**src/rtl/tmr_cap_sel_reg.sv**
```systemverilog
// Triplicated storage for the PLL AFC capacitor-bank select code, with a
// periodic scrubber that repairs a single corrupted copy and counts repairs.
module tmr_cap_sel_reg #(
  parameter int unsigned         WIDTH        = 3,
  parameter logic [WIDTH-1:0]    RST_VAL      = WIDTH'(3'b011),
  parameter int unsigned         SCRUB_PERIOD = 16,
  parameter int unsigned         ERR_CNT_W    = 8
) (
  input  logic                 clk,
  input  logic                 rstn,
  input  logic                 load,
  input  logic [WIDTH-1:0]     din,
  input  logic                 scrub_en,
  input  logic                 err_clr,
  input  logic                 inj_en,
  input  logic [1:0]           inj_sel,
  input  logic [WIDTH-1:0]     inj_mask,
  output logic [WIDTH-1:0]     q_a,
  output logic [WIDTH-1:0]     q_b,
  output logic [WIDTH-1:0]     q_c,
  output logic [WIDTH-1:0]     q_voted,
  output logic                 mismatch,
  output logic [ERR_CNT_W-1:0] err_cnt,
  output logic                 scrub_busy
);

  localparam int unsigned          CNT_W      = 8;
  localparam logic [CNT_W-1:0]     CNT_RELOAD = CNT_W'(SCRUB_PERIOD - 1);
  localparam logic [ERR_CNT_W-1:0] ERR_MAX    = '1;

  typedef enum logic [1:0] {
    S_IDLE   = 2'd0,
    S_CHECK  = 2'd1,
    S_REPAIR = 2'd2
  } state_t;

  state_t               r_state;
  logic [CNT_W-1:0]     r_cnt;
  logic [WIDTH-1:0]     r_copy_a;
  logic [WIDTH-1:0]     r_copy_b;
  logic [WIDTH-1:0]     r_copy_c;
  logic                 r_mismatch;
  logic [ERR_CNT_W-1:0] r_err_cnt;
  logic                 r_busy;

  logic [WIDTH-1:0]     w_maj;
  logic                 w_diff;

  // Bitwise 2-of-3 vote; a single bad copy can never reach the output.
  always_comb begin
    w_maj  = (r_copy_a & r_copy_b) | (r_copy_b & r_copy_c) | (r_copy_a & r_copy_c);
    w_diff = (r_copy_a != r_copy_b) | (r_copy_b != r_copy_c);
  end

  always_ff @(posedge clk or negedge rstn) begin
    if (!rstn) begin
      r_state    <= S_IDLE;
      r_cnt      <= CNT_RELOAD;
      r_copy_a   <= RST_VAL;
      r_copy_b   <= RST_VAL;
      r_copy_c   <= RST_VAL;
      r_mismatch <= 1'b0;
      r_err_cnt  <= '0;
      r_busy     <= 1'b0;
    end else begin
      r_mismatch <= w_diff;

      // Copy update: load beats repair beats injection.
      if (load) begin
        r_copy_a <= din;
        r_copy_b <= din;
        r_copy_c <= din;
      end else if (r_state == S_REPAIR) begin
        r_copy_a <= w_maj;
        r_copy_b <= w_maj;
        r_copy_c <= w_maj;
      end else if (inj_en) begin
        case (inj_sel)
          2'd0:    r_copy_a <= r_copy_a ^ inj_mask;
          2'd1:    r_copy_b <= r_copy_b ^ inj_mask;
          2'd2:    r_copy_c <= r_copy_c ^ inj_mask;
          default: ;
        endcase
      end

      // Scrub sequencer; a load restarts the period from scratch.
      if (load) begin
        r_state <= S_IDLE;
        r_cnt   <= CNT_RELOAD;
        r_busy  <= 1'b0;
      end else begin
        case (r_state)
          S_IDLE: begin
            if (scrub_en) begin
              if (r_cnt == '0) begin
                r_state <= S_CHECK;
                r_cnt   <= CNT_RELOAD;
                r_busy  <= 1'b1;
              end else begin
                r_cnt <= r_cnt - CNT_W'(1);
              end
            end
          end
          S_CHECK: begin
            if (w_diff) begin
              r_state <= S_REPAIR;
              r_busy  <= 1'b1;
            end else begin
              r_state <= S_IDLE;
              r_busy  <= 1'b0;
            end
          end
          S_REPAIR: begin
            r_state <= S_IDLE;
            r_busy  <= 1'b0;
          end
          default: begin
            r_state <= S_IDLE;
            r_busy  <= 1'b0;
          end
        endcase
      end

      // Repair counter saturates; clear always wins.
      if (err_clr) begin
        r_err_cnt <= '0;
      end else if ((r_state == S_REPAIR) && !load && (r_err_cnt != ERR_MAX)) begin
        r_err_cnt <= r_err_cnt + ERR_CNT_W'(1);
      end
    end
  end

  assign q_a        = r_copy_a;
  assign q_b        = r_copy_b;
  assign q_c        = r_copy_c;
  assign q_voted    = w_maj;
  assign mismatch   = r_mismatch;
  assign err_cnt    = r_err_cnt;
  assign scrub_busy = r_busy;

endmodule

```
**config.mk**
```make
export PLATFORM = sky130hd
export DESIGN_NAME = tmr_cap_sel_reg
export DESIGN_NICKNAME = d
export VERILOG_FILES = /design/src/rtl/tmr_cap_sel_reg.sv
export SDC_FILE = /design/constraint.sdc
export NUM_CORES = 1
export LEC_CHECK = 0
export BUFFER_PORTS_ARGS = -buffer_cell sky130_fd_sc_hd__buf_4
export CAP_MARGIN = 20
export CORE_UTILIZATION = 50
export DETAILED_ROUTE_END_ITERATION = 8
export GPL_TIMING_DRIVEN = 1
export PLACE_DENSITY = 0.74
export SYNTH_ARGS = -nofsm -noshare
export SYNTH_HDL_FRONTEND = slang
export SYNTH_SLANG_ARGS = --single-unit
```
**constraint.sdc**
```tcl
create_clock -name clk -period 3.7 [get_ports clk]
set_input_delay 0.74 -clock clk [delete_from_list [all_inputs] [get_ports clk]]
set_output_delay 0.74 -clock clk [all_outputs]
set_load 0.05 [all_outputs]
```
# Word level (Yosys, flattened, before mapping)
# Cells that the tools add are included.
classes:
  add_sub_neg: 2
  mul: 0
  div_mod_pow: 0
  order_cmp: 0
  eq_ne: 9
  shift: 0
  n_mux: 28
  bitwise_logic: 9
  reduce_logical: 18
ops:
  columns: ["cell", "count"]
  rows:
  - ["$mux W8", 6]
  - ["$mux W3", 12]
  - ["$reduce_bool A3 Y1", 4]
  - ["$reduce_and A2 Y1", 5]
  - ["$and A3 B3 Y3", 3]
  - ["$xor A3 B3 Y3", 3]
  - ["$add A8 B1 Y8 const B", 1]
  - ["$logic_not A8 Y1", 1]
  - ["$mux W2", 4]
  - ["$ne A8 B8 Y1 const B", 1]
  - ["$sub A8 B1 Y8 const B", 1]
  - ["$ne A3 B3 Y1", 2]
  - ["$ne A3 B3 Y1 const B", 2]
  - ["$or A3 B3 Y3", 2]
  - ["$reduce_bool A2 Y1", 3]
  - ["$eq A2 B1 Y1 const B", 2]
  - ["$eq A2 B2 Y1 const B", 2]
  - ["$logic_not A2 Y1", 2]
  - ["$mux W1", 4]
  - ["$pmux W2 S2", 1]
  - ["$logic_and A1 B1 Y1", 2]
  - ["$pmux W1 S2", 1]
  - ["$logic_not A1 Y1", 1]
  - ["$or A1 B1 Y1", 1]
word_totals:
  ff_bits: 29
  latch_bits: 0
  ram_bits: 0
  rom_bits: 0
  in_bits: 14
  output_inout_bits: 22
  word_cells: 74
  mem_count: 0

# Logic depth before layout (Yosys ltp)
# Gate-level depths: netlist of the first run.
depth:
  ltp_word: 5
  depth_mapped: 5

# Least setup slack after synthesis of the first run
# OpenSTA, ideal clock, no wires.
synth_path:
  kind: "flip-flop to flip-flop"
  start: "reg r_copy_b[2] (netlist: q_b[2])"
  end: "reg r_copy_a[2] (netlist: q_a[2])"
  setup_time_ns: 0.122
  arrival_time_ns: 1.942
  required_ns: 3.578
  slack_ns: 1.636
  stages_incl_launch_ff: 6
  path_buffers: 0
  synth_period_minus_slack_ns: 2.064
  path_cell_list: "dfrtp_1 ha_1 a211o_1 a22o_1 o22a_1 o22a_1"
synth_between:
  elab_chain_cells: 5
synth_rtl:
  columns: ["item", "line_no", "text"]
  rows:
  - ["start: declaration", "40", "logic [WIDTH-1:0] r_copy_b;"]
  - ["start signal: assignment", "71", "r_copy_b <= din;"]
  - ["start signal: assignment", "75", "r_copy_b <= w_maj;"]
  - ["start signal: assignment", "80", "2'd1: r_copy_b <= r_copy_b ^ inj_mask;"]
  - ["$and A3 B3 Y3", "51", "w_maj = (r_copy_a & r_copy_b) | (r_copy_b & r_copy_c) | (r_copy_a & r_copy_c);"]
  - ["$or A3 B3 Y3 * (2 in a row)", "51", null]
  - ["named net q_voted[2]", "21", "output logic [WIDTH-1:0] q_voted,"]
  - ["$mux W3 *", "73", "end else if (r_state == S_REPAIR) begin"]
  - ["$mux W3 *", "69", "if (load) begin"]
  - ["end signal: assignment", "70", "r_copy_a <= din;"]
  - ["end signal: assignment", "74", "r_copy_a <= w_maj;"]
  - ["end signal: assignment", "79", "2'd0: r_copy_a <= r_copy_a ^ inj_mask;"]
  - ["end: declaration", "39", "logic [WIDTH-1:0] r_copy_a;"]
# The timed path passes the listed nets; every way through them passes the cells marked *.
# A chain may end at the register's enable or synchronous reset.

# Final worst setup path of the first run
layout_path:
  start: "reg r_copy_b[2] (netlist: q_b[2])"
  end: "out q_voted[2]"
layout_between:
  elab_chain_cells: 3
layout_rtl:
  columns: ["item", "line_no"]
  rows:
  - ["$and A3 B3 Y3", "51"]
  - ["$or A3 B3 Y3 * (2 in a row)", "51"]
  - ["end: declaration", "21"]
# Mark *: on every way between the ends. The rest lies on a longest branch, timed or not.

==> impl_metrics.toml, run 1 <==
[clock_network]
postCtsSetupBuffers = 0
cts_buffers = 5
max-clock-path-buffers = 2
cts_tree = "done"
cts-root-buf = "clkbuf_4"
insertion_delay_ns = 0.34
path_clk_slew_ns = 0.11
hold_buffers = 0
cts_htree_levels = 2
clock_sinks = 29
ctsResizeCount = 0

[logic_synthesis]
ys_types = 37
synth_seq_cells = 29
synthCells = 171
seq_area_frac_synth_pct = 43.9
synth-edff-count = 0
syn_area_mm2 = 0.00168
avgSynthCellArea_um2 = 9.83
synthFlopType = "dfrtp_1"
synth_nets = 194
ys_warn_count = 0
async_reset_ff_share_pct = 100

[place]
hpwl_um = 2820
numPortBuffers = 35
pre_cts_slack_ns = 1.42
gp_congestion = 0.884
placedCellCount = 245

[run_status]
status = "finished, final reports clean"

[sta]
maxSlewViolCount = 0
finalCriticalPeriod_ns = 2.21
rsz0062_at_grt = "no"
worstMarginPinSlew_ns = 1.18
max_freq_mhz = 453
hold_viol_final = 0
fin_ws_ns = 1.49
slew_headroom_pct = 21.1
finalClockSkew_ns = 0.0181
setup_violations = 0
setup_tns_ns = 0
final.period_utilization_pct = 59.6

[grt]
grt_max_degree = 30
grt_pass1_wl_um = 6470
grt_usage_pct = 24.8
first_global_vias = 1452
overflow = 0
antenna_found_initial = 0

[worst_setup_path]
crit_path_start_kind = "flip-flop"
slowest_delay_ns = 0.44
endpoint_kind = "primary output"
crit_type = "reg2out"
cp_slowest_cell = "dfrtp_1"
cp_max_fo = 5
crit_chain = "ha_1, a211o_1, buf_4"
worst_ep_required_time_ns = 2.96
arrival_ns = 1.47

[cells_and_area]
fin_cells = 253
nets = 231
utilization_pct = 65.6
antenna_cells = 0
final_cell_mix = "buf_4, dfrtp_1, nor2_1"
layout-drive-gt1-share_pct = 27.3
layout.cells.most_common = "buf_4"
area_delta_synth_final_pct = 21.9

[route]
drt-vias-per-instance = 5.92
first_iter_violations = 91
dr.pass1.iters = 4
vias = 1498
drc = 0
ant_nets = 0
totalWireLength_um = 3870
wl_per_cell_um = 15.3

[floorplanning]
start_util_pct = 53.8
num_rows = 20
fp.dieW_um = 60.0
io_pins = 36
coreArea_mm2 = 0.00313
die_y_um = 60.0
design.die.area_mm2 = 0.00360

[power_and_ir_drop]
pwr-share-clk_pct = 28.1
leakagePower_nw = 1.01
intPower_w = 0.000529
vdd.ir_drop.worst_uv = 222
switching_share_pct = 35.1
seqPwrFrac_pct = 44.9
power_w = 0.000814
combPwrFrac_pct = 27.0
p_switching_w = 0.000286
powerDensity_mw_per_mm2 = 397

[worst_hold_path]
worst_hold_path_type = "in2async"

[job]
cap_violations = 0
-- through the flow --
stage                     cell area (µm²)  hold slack (ns)
after global placement               1980            0.472
after CTS                            2050            0.307
after global routing                 2050            0.305
after detailed placement             1980            0.480
final                                2050            0.299
after floorplan                      1680            0.444
-- per-layer routing --
| layer | global-route usage, % | wire length [µm] | up-vias |
|---|---|---|---|
| met1 | 30.8 | 1750 | 736 |
| met4 | 8.97 | 42 | 0 |
| met2 | 40.3 | 1900 | 47 |
| met5 | 0 | 0 | - |
| met3 | 7.79 | 185 | 4 |
| li1 | - | - | 711 |
-- flip-flops by register name (all words and copies together) (netlist names) --
register / cells
err_cnt: 8
mismatch: 1
q_a: 3
q_b: 3
q_c: 3
r_cnt: 8
r_state: 2
scrub_busy: 1
-- path summary, 6_finish.rpt --
kind / from / end / slack [ns] / cells after the start
worst max register to register: r_state[0]$_DFFE_PN0P_ / r_cnt[6]$_DFFE_PN0P_ / 1.69 / 4
worst min-delay path: rstn / r_cnt[6]$_DFFE_PN0P_ / 0.30 / 1
worst max-delay path: q_b[2]$_DFFE_PN0P_ / q_voted[2] / 1.49 / 3
worst min register to register: scrub_busy$_DFFE_PN0P_ / scrub_busy$_DFFE_PN0P_ / 0.49 / 1
min in group clk: scrub_busy$_DFFE_PN0P_ / scrub_busy$_DFFE_PN0P_ / 0.49 / 1
max in group asynchronous: rstn / q_a[0]$_DFFE_PN1P_ / 3.07 / 1
-- final cells by class --
| class | instances | area (µm²) |
|---|---|---|
| clock buffers | 7 | 65.1 |
| clock inverters | 1 | 5.00 |
| fillers | 278 | 1080 |
| inverters | 10 | 37.5 |
| multi-input cells | 127 | 887 |
| flip-flops and latches | 29 | 738 |
| well taps | 44 | 55.1 |
| repair buffers | 35 | 263 |
-- synth_stat cells (all sizes together), types with 3 or more instances --
master	n	area, µm²
mux2i	3	30.0
dfstp	10	263
o2bb2ai	6	52.6
dfrtp	19	475
ha	9	113
nor3b	3	33.8
and3	7	43.8
nor3	3	15.0
xor2	8	70.1
nand3	7	35.0
o22a	6	52.6
nand2	4	15.0
nand2b	3	18.8
o21ai	11	58.8
o211ai	5	37.5
a211o	4	35.0
a21oi	4	20.0
clkbuf	4	15.0
inv	10	37.5
a22o	3	26.3
nor2	17	63.8
a31oi	9	56.3
-- power groups by stage --
stage                     Combinational [W]  Clock, W  Sequential (W)
after floorplan                   0.0000958         0        0.000419
after global placement             0.000216         0        0.000369
after detailed placement           0.000220         0        0.000371
after CTS                          0.000221  0.000230        0.000365
after global routing               0.000238  0.000250        0.000369
final                              0.000220  0.000229        0.000365
-- worst max-delay path: cells and delay by family (launching register included) --
kind / cells / cell delay [ns]
AO/OA/AOI/OAI: 1 / 0.29
flip-flops: 1 / 0.44
adder cells (fa/ha/maj): 1 / 0.21
buffers and inverters: 1 / 0.20
-- cells by family after synthesis --
logic type | count (synthesis) | synth area share, %
AND/OR/NAND/NOR | 56 | 18.5
XOR/XNOR | 8 | 4.17
buffers and inverters | 15 | 3.35
multiplexers | 3 | 1.79
adder cells (fa/ha/maj) | 9 | 6.70
flip-flops | 29 | 43.9
AO/OA/AOI/OAI | 51 | 21.6
(Power assumes the default switching activity.)
==> run 2, diff against run 1 <==
--- a/config.mk
+++ b/config.mk
@@ -7,10 +7,10 @@
 export LEC_CHECK = 0
 export BUFFER_PORTS_ARGS = -buffer_cell sky130_fd_sc_hd__buf_4
 export CAP_MARGIN = 20
-export CORE_UTILIZATION = 50
+export CORE_UTILIZATION = 49
 export DETAILED_ROUTE_END_ITERATION = 8
 export GPL_TIMING_DRIVEN = 1
-export PLACE_DENSITY = 0.74
+export PLACE_DENSITY = 0.76
 export SYNTH_ARGS = -nofsm -noshare
 export SYNTH_HDL_FRONTEND = slang
 export SYNTH_SLANG_ARGS = --single-unit
==> constraint.sdc (replaced) <==
create_clock -name clk -period 1.92 [get_ports clk]
set_input_delay 0.384 -clock clk [delete_from_list [all_inputs] [get_ports clk]]
set_output_delay 0.384 -clock clk [all_outputs]
set_load 0.05 [all_outputs]
==> run 2 against run 1 <==
Net effect:
- worst hold slack worse by 0.022 ns
- total power up 110%
- combinational power is 100% higher
- sequential share of layout area down 0.85 points
- sequential cell count did not move
- die area rose by 2.0%
- clock skew shrank 0.0057 ns
- first-iteration DRC count down 29%
- clock power rose by 130%
- core utilization increased by 1.4 points
- critical path depth did not move
==> impl_metrics.toml, run 2 (same netlist as run 1, synthesis figures left out) <==
[floorplanning]
num_rows = 20
io_pins = 36
design.die.area_mm2 = 0.00367
die_y_um = 60.6
start_util_pct = 53.3
fp.dieW_um = 60.6
coreArea_mm2 = 0.00315

[worst_setup_path]
crit_path_start_kind = "flip-flop"
crit_chain = "ha_1, a211o_1, buf_4"
endpoint_kind = "primary output"
cp.buffers_inverters = 1
cp_max_fo = 5
cp_slowest_cell = "dfstp_2"
crit_family = "flip-flops"
crit_type = "reg2out"
arrival_ns = 1.47
worst_ep_required_time_ns = 1.54
slowest_delay_ns = 0.60

[cells_and_area]
final_cell_mix = "buf_4, nor2_1, dfrtp_1"
fill_cells = 274
utilization_pct = 66.9
antenna_cells = 0
nets = 236
layout-drive-gt1-share_pct = 29.9
layout.cells.most_common = "buf_4"
area_delta_synth_final_pct = 25.5
fin_cells = 258

[sta]
finalCriticalPeriod_ns = 1.85
max_freq_mhz = 540
maxSlewViolCount = 0
finalClockSkew_ns = 0.0124
rsz0062_at_grt = "no"
setup_violations = 0
hold_slack_ns = 0.277
setup_tns_ns = 0
worstMarginPinSlew_ns = 0.391
hold_viol_final = 0
final.period_utilization_pct = 96.4
slew_headroom_pct = 73.7
fin_ws_ns = 0.0691

[clock_network]
cts_tree = "done"
max-clock-path-buffers = 2
cts_buffers = 5
cts-root-buf = "clkbuf_4"
path_clk_slew_ns = 0.10
clock_sinks = 29
insertion_delay_ns = 0.33
postCtsSetupBuffers = 0
cts_htree_levels = 2

[power_and_ir_drop]
leakagePower_nw = 1.03
vdd.ir_drop.worst_uv = 502
powerDensity_mw_per_mm2 = 794

[route]
vias = 1532
first_iter_violations = 65
drt-vias-per-instance = 5.94
ant_nets = 0
drc = 0
dr.pass1.iters = 4
totalWireLength_um = 4250
wl_per_cell_um = 16.5

[worst_hold_path]
worst_hold_path_type = "in2reg"

[grt]
overflow = 0
antenna_found_initial = 0
grt_pass1_wl_um = 6780
grt_usage_pct = 25.6
first_global_vias = 1457
grt_max_degree = 30

[place]
hpwl_um = 3210
placedCellCount = 249
pre_cts_slack_ns = 0.254
numPortBuffers = 35
gp_congestion = 0.861

[run_status]
status = "finished, final reports clean"

[job]
cap_violations = 0
-- run 2: cell types whose count changed in the layout (fill, tap and decap cells not counted), sizes merged --
cell	change
dlygate4sd3	+1
bufinv	+1
clkinv	-1
buf	+4
-- run 2: worst paths after layout --
kind                       slack [ns]                      to  depth (start not counted)              startpoint
max in group asynchronous        1.11    r_cnt[3]$_DFFE_PN1P_                          2                    rstn
min                              0.28  err_cnt[3]$_DFFE_PN0P_                          2                 err_clr
max                              0.07              q_voted[0]                          3      q_c[0]$_DFFE_PN1P_
min reg2reg                      0.53  scrub_busy$_DFFE_PN0P_                          1  scrub_busy$_DFFE_PN0P_
max reg2reg                      0.24  err_cnt[7]$_DFFE_PN0P_                          5  err_cnt[0]$_DFFE_PN0P_
min in group asynchronous        0.50  r_state[1]$_DFFE_PN0P_                          2                    rstn
-- run 2: layout make-up --
type	count	area (µm²)	share of cell area [%]
Multi-Input combinational cell	127	888	42.1
Sequential cell	29	742	35.2
Tap cell	44	55.1	2.61
Inverter	10	37.5	1.78
Clock buffer	7	55.1	2.61
Clock inverter	1	30.0	1.42
Timing Repair Buffer	40	303	14.3
-- run 2: where the power goes --
part | leakage, nW | total, W | switching (W) | internal [W]
registers | 0.357 | 0.000706 | 0.0000440 | 0.000662
clock network | 0.0455 | 0.000527 | 0.000216 | 0.000311
logic | 0.628 | 0.000443 | 0.000290 | 0.000153
-- run 2: repair_timing --
action                                 CTS  global route
hold buffers                             1             0
endpoints found under the hold margin   19             0
resized for setup                        0             0
-- run 2: metal layers --
layer  GRT usage, %  vias to the layer above  wire length (µm)
met4           12.0                        0                92
li1               -                      721                 -
met5              0                        -                 0
met3           5.54                       11               219
met2           41.8                       52              2070
met1           32.6                      748              1870
-- run 2: through the flow --
stage / total power, W / area [µm²]
6_report: 0.00168 / 2110
5_1_grt: 0.00174 / 2110
4_1_cts: 0.00168 / 2110
3_5_place_dp: 0.00116 / 2020
3_3_place_gp: 0.00114 / 2020
2_1_floorplan: 0.000995 / 1690
